==> src/rtl/alu_arbiter.sv <==
// Two-requester arbiter in front of one shared external ALU: IDLE -> EXEC -> RESP.
// Optional macro ALU_ARB_FIXED_PRIO_EN gives requester 0 fixed priority instead of round-robin.
module alu_arbiter #(
  parameter int EXEC_CYCLES = 1
) (
  input  logic        clk,
  input  logic        rst,
  input  logic        req0_valid,
  output logic        req0_ready,
  input  logic [31:0] req0_a,
  input  logic [31:0] req0_b,
  input  logic [3:0]  req0_op,
  input  logic [4:0]  req0_shamt,
  input  logic        req1_valid,
  output logic        req1_ready,
  input  logic [31:0] req1_a,
  input  logic [31:0] req1_b,
  input  logic [3:0]  req1_op,
  input  logic [4:0]  req1_shamt,
  output logic        rsp0_valid,
  input  logic        rsp0_ready,
  output logic        rsp1_valid,
  input  logic        rsp1_ready,
  output logic [31:0] rsp_res,
  output logic        rsp_zero,
  output logic        rsp_overflow,
  output logic [31:0] alu_a,
  output logic [31:0] alu_b,
  output logic [3:0]  alu_op,
  output logic [4:0]  alu_shamt,
  input  logic [31:0] alu_res,
  input  logic        alu_zero,
  input  logic        alu_overflow,
  output logic        busy,
  output logic        grant_id
);

  typedef enum logic [1:0] {IDLE, EXEC, RESP} state_t;

  state_t      state, state_nxt;
  logic [3:0]  cnt;
  logic [31:0] op_a, op_b;
  logic [3:0]  op_code;
  logic [4:0]  op_shamt;
  logic        winner;
  logic        handshake;
  logic        rsp_take;

  always_comb begin
`ifdef ALU_ARB_FIXED_PRIO_EN
    winner = !req0_valid;
`else
    // On a tie the requester that was not granted last time wins.
    winner = req0_valid ? (req1_valid ? ~grant_id : 1'b0) : 1'b1;
`endif
  end

  // Ready, response valid and busy are all forced low while reset is held.
  assign req0_ready = (state == IDLE) && !rst && req0_valid && !winner;
  assign req1_ready = (state == IDLE) && !rst && req1_valid &&  winner;
  assign handshake  = req0_ready || req1_ready;

  assign rsp0_valid = (state == RESP) && !rst && !grant_id;
  assign rsp1_valid = (state == RESP) && !rst &&  grant_id;
  assign rsp_take   = (rsp0_valid && rsp0_ready) || (rsp1_valid && rsp1_ready);

  assign busy = (state != IDLE) && !rst;

  assign alu_a     = (state == EXEC) ? op_a     : 32'd0;
  assign alu_b     = (state == EXEC) ? op_b     : 32'd0;
  assign alu_op    = (state == EXEC) ? op_code  : 4'b0000;
  assign alu_shamt = (state == EXEC) ? op_shamt : 5'd0;

  // NOTE: every output of a combinational block gets a default first, otherwise unlisted paths infer latches.
  always_comb begin
    state_nxt = state;
    case (state)
      IDLE: if (handshake) state_nxt = EXEC;
      EXEC: if (cnt == 4'd0) state_nxt = RESP;
      RESP: if (rsp_take) state_nxt = IDLE;
      default: state_nxt = IDLE;
    endcase
  end

  // NOTE: sequential state uses non-blocking assignments; reset is sampled on the clock edge only.
  always_ff @(posedge clk) begin
    if (rst) begin
      state        <= IDLE;
      grant_id     <= 1'b1;
      cnt          <= 4'd0;
      op_a         <= 32'd0;
      op_b         <= 32'd0;
      op_code      <= 4'b0000;
      op_shamt     <= 5'd0;
      rsp_res      <= 32'd0;
      rsp_zero     <= 1'b0;
      rsp_overflow <= 1'b0;
    end else begin
      state <= state_nxt;
      if (handshake) begin
        grant_id <= winner;
        cnt      <= 4'(EXEC_CYCLES - 1);
        op_a     <= winner ? req1_a     : req0_a;
        op_b     <= winner ? req1_b     : req0_b;
        op_code  <= winner ? req1_op    : req0_op;
        op_shamt <= winner ? req1_shamt : req0_shamt;
      end else if (state == EXEC && cnt != 4'd0) begin
        cnt <= cnt - 4'd1;
      end
      if (state == EXEC && cnt == 4'd0) begin
        rsp_res      <= alu_res;
        rsp_zero     <= alu_zero;
        rsp_overflow <= alu_overflow;
      end
    end
  end

endmodule
==> config.mk <==
export PLATFORM = sky130hd
export DESIGN_NAME = alu_arbiter
export DESIGN_NICKNAME = d
export VERILOG_FILES = /design/src/rtl/alu_arbiter.sv
export SDC_FILE = /design/constraint.sdc
export NUM_CORES = 1
export LEC_CHECK = 0
export CORE_MARGIN = 1.5
export CORE_UTILIZATION = 34
export DETAILED_ROUTE_END_ITERATION = 16
export DONT_BUFFER_PORTS = 1
export HOLD_SLACK_MARGIN = 0.05
export PLACE_DENSITY_LB_ADDON = 0.1
export SLEW_MARGIN = 10
export SYNTH_ARGS = -nofsm -noshare
export SYNTH_HDL_FRONTEND = slang
export SYNTH_SLANG_ARGS = --single-unit
==> constraint.sdc <==
create_clock -name clk -period 4.4 [get_ports clk]
set_clock_uncertainty 0.15 [all_clocks]
set_input_delay 0.88 -clock clk [delete_from_list [all_inputs] [get_ports clk]]
set_output_delay 0.88 -clock clk [all_outputs]
set_load 0.01 [all_outputs]
==> results.md <==
* Post-CTS Hold Buffers at 0
* Layout net count at about 840
* Static Leak at 0.00218 uW
* DR pass1 iterations at 4
* Post-synthesis adder-cell area fraction at less than 1%
* Number of global-route vias before repair at approximately 4,400
* Final setup fails at 0
* Post-CTS sizing at 0
* Initial antenna violation count at 0
* CTS tree: built
* Core area at 0.0153 sq mm
* Slowest Stage Delay on Critical Path at 0.66 ns
* H-tree depth at 4
* Detailed Route WL at 14,800 um
* Clock sinks at 114
* Reg2reg end: rsp_res[13]$_SDFFE_PP0P_
* Num CTS Buffers at 17
* Register-to-Register Setup Slack at around 1.8 ns
* Min-Delay Path Class: reg -> reg
* Worst Hold End: op_b[7]$_SDFFE_PP0P_
* Clock latency on the worst-skew pair at around 0.41 ns
* Reg2reg path depth at 4
* Worst endpoint required time at between 3 and 4 ns
* Reg clk slew, reported paths at roughly 0.05 ns
* Hold path cells at 2
* GRT Total Usage at between 10% and 20%
* DRC errors left at 0
* DIE WIDTH at approximately 130 um
* Worst Path Max Fanout at 39
* Setup slack after layout at ~1.3 ns
* First-pass GRT wire length at around 22,000 um
* Fin. max-slew vios at 0
* Crit start category: flop
* Vias per cell at 5.17
* YS warnings at 0
* HPWL after detailed placement at just over 10,000 um
* Setup TNS at 0 ns
* Die Span Y at roughly 130 um
* DR vias at 4,511
* Worst Path Class, Setup: reg -> out
* Final Core Density at 39.0%
* DR WL/cell at between 15 and 20 um
* Synth-to-Final Area Change at 11.6%
* GPL Wtd Cong at between 0.7 and 0.8
* Crit. Startpoint: state[0]$_SDFFE_PP0P_
* Ant. Diodes at 0
* RR Startpoint: state[0]$_SDFFE_PP0P_
* Drt first-iter violations at 188
* Pin count of the biggest net entering global routing at between 100 and 150
* Place WS at between 1.5 and 2 ns
* Arrival time worst endpoint at 2.12 ns
* Top_reg_cell synth: dfxtp_1
* Final Hold Viols at 0
* XOR/XNOR Fraction of Synth Area at 0.329%
* Register area share after synthesis at between 40% and 50%
* Row count at 45
* Post-synthesis mux area share at less than 1%
* FMAX at around 320 MHz
* Boundary Pins at about 300
* Worst path cell trace: nor2b_4 -> buf_4 -> and2_1
* EDFF count, synth at 0
* Main combinational cell family by area after synthesis: simple AND/OR/NAND/NOR gates
* Synth Area in Compound Gates at between 10% and 20%
* VDD IR max at 0.248 mV
* Worst-Margin Slew at ~1.1 ns
* Max_cap viols at 0
* Worst path bufs/invs at 1
* Seq cells post-synth at between 100 and 150
* Starting Density at around a third
* Synthesized instance count at 682
* Pwr/cell area at ~480 mW/mm^2
* RSZ-0062 raised after global routing: no
* Clock Path Buffers at 2
* Layout cells sized above 1 at 9.83%
* Crit-path slowest cell: nor2b_4
* Post-CTS Setup Inserts at 0
* Slew headroom at 27.9%
* Crit share post-route at 71.5%
* Port Buf Inserts at 0
* Critical path endpoint category: primary output
* Number of routed nets with antenna violations at 0
* Yosys cell types at 31
* Async SR Flop Fraction at 0%
* GRT Residual Overflow at 0
* CTS root buffer: clkbuf_16
* Avg Inst Size Synth at 7.82 sq um
* Final min period at about 3.1 ns
* Outcome: finished, final reports clean
* Hold Crit Start: op_b[7]$_SDFFE_PP0P_
* Die footprint at around 0.016 sq mm
* Net Count, Synth at 869
* Cell family with most CP delay: simple AND/OR/NAND/NOR gates
* Simple-Gate Fraction of Synth Area at between 30% and 40%
* Syn Std Cell Area at roughly 0.0053 sq mm
worst reg2reg max path: stages, from the launching register on:
cell and delay (ns):
dfxtp_1 0.41, nor2b_4 0.66, nand2_1 0.85, nand2_1 0.30, a21oi_1 0.09
through the flow:
| step | total power, uW | hold slack [ns] | cells | cell area [sq um] |
|---|---|---|---|---|
| after global placement | 1530 | 0.327 | 840 | 5360 |
| after global routing | 3000 | 0.354 | 872 | 5950 |
| after CTS | 2910 | 0.340 | 872 | 5950 |
| after detailed placement | 1540 | 0.333 | 840 | 5360 |
| after floorplan | 1490 | 0.322 | 682 | 5330 |
| final | 2870 | 0.339 | 872 | 5950 |
registers in the layout, summed over array words and instances (netlist names):
name and count:
op_a 32, op_b 32, rsp_res 32, op_shamt 5
cnt 4, op_code 4, state 2, grant_id 1
rsp_overflow 1, rsp_zero 1
how the worst max path moves through the flow:
stage / to / cells after the start
2_1_floorplan: busy / 4
3_3_place_gp: alu_a[31] / 3
3_5_place_dp: alu_a[31] / 3
4_1_cts: alu_a[31] / 3
5_1_grt: alu_a[31] / 3
6_report: alu_a[31] / 3
Yosys cell counts (2+ instances only):
cell,count,area (sq um)
xnor2_1,2,17.5
a311oi_1,53,464
clkbuf_1,22,82.6
nor4_1,2,12.5
nor2b_1,2,12.5
a311oi_2,20,300
buf_4,5,37.5
dfxtp_1,114,2280
buf_6,6,67.6
nand2b_1,2,12.5
and3_1,2,12.5
nor3b_1,2,15.0
and2_1,74,463
nand2_1,217,815
nor2_1,77,289
a21oi_1,38,190
buf_2,26,130
nor3_1,4,20.0
inv_1,2,7.51
cell usage in the layout, fill, tap and decap left out, types with 3 or more instances in the layout:
| cell | instances |
|---|---|
| a21oi_1 | 38 |
| a311oi_1 | 53 |
| a311oi_2 | 20 |
| and2_1 | 73 |
| buf_4 | 6 |
| clkbuf_16 | 17 |
| clkinv_4 | 3 |
| clkinvlp_4 | 5 |
| dfxtp_1 | 114 |
| nand2_1 | 216 |
| nor2_1 | 77 |
| nor3_1 | 4 |
power breakdown:
group / internal, uW / leakage (uW) / switching, uW
combinational: 120 / 0.000966 / 207
clock: 862 / 0.000274 / 502
sequential: 1120 / 0.000937 / 57.5
layout make-up:
| class | count | area [sq um] |
|---|---|---|
| fill | 1575 | 9310 |
| multi-input combinational | 506 | 2740 |
| sequential | 114 | 2280 |
| clock buffer | 20 | 457 |
| tap | 211 | 264 |
| clock inverter | 12 | 134 |
| timing repair buffer | 7 | 65.1 |
| inverter | 2 | 7.51 |
logic make-up (layout without fill, tap and decap cells):
logic type	after synthesis	after routing
AND/OR/NAND/NOR	388	388
AO/OA/AOI/OAI	114	114
flip-flops	114	114
buffers and inverters	62	41
XOR/XNOR	2	2
adder cells (fa/ha/maj)	1	1
multiplexers	1	1
layer usage:
| layer | up-vias | share of wire [%] | GRT usage [%] |
|---|---|---|---|
| met2 | 190 | 50 | 31.9 |
| met5 | - | 0 | 0 |
| met1 | 2078 | 39 | 18.2 |
| met3 | 20 | 8.8 | 7.18 |
| li1 | 2223 | - | - |
| met4 | 0 | 1.7 | 6.15 |
No activity file was read; power rests on OpenSTA's default activity.
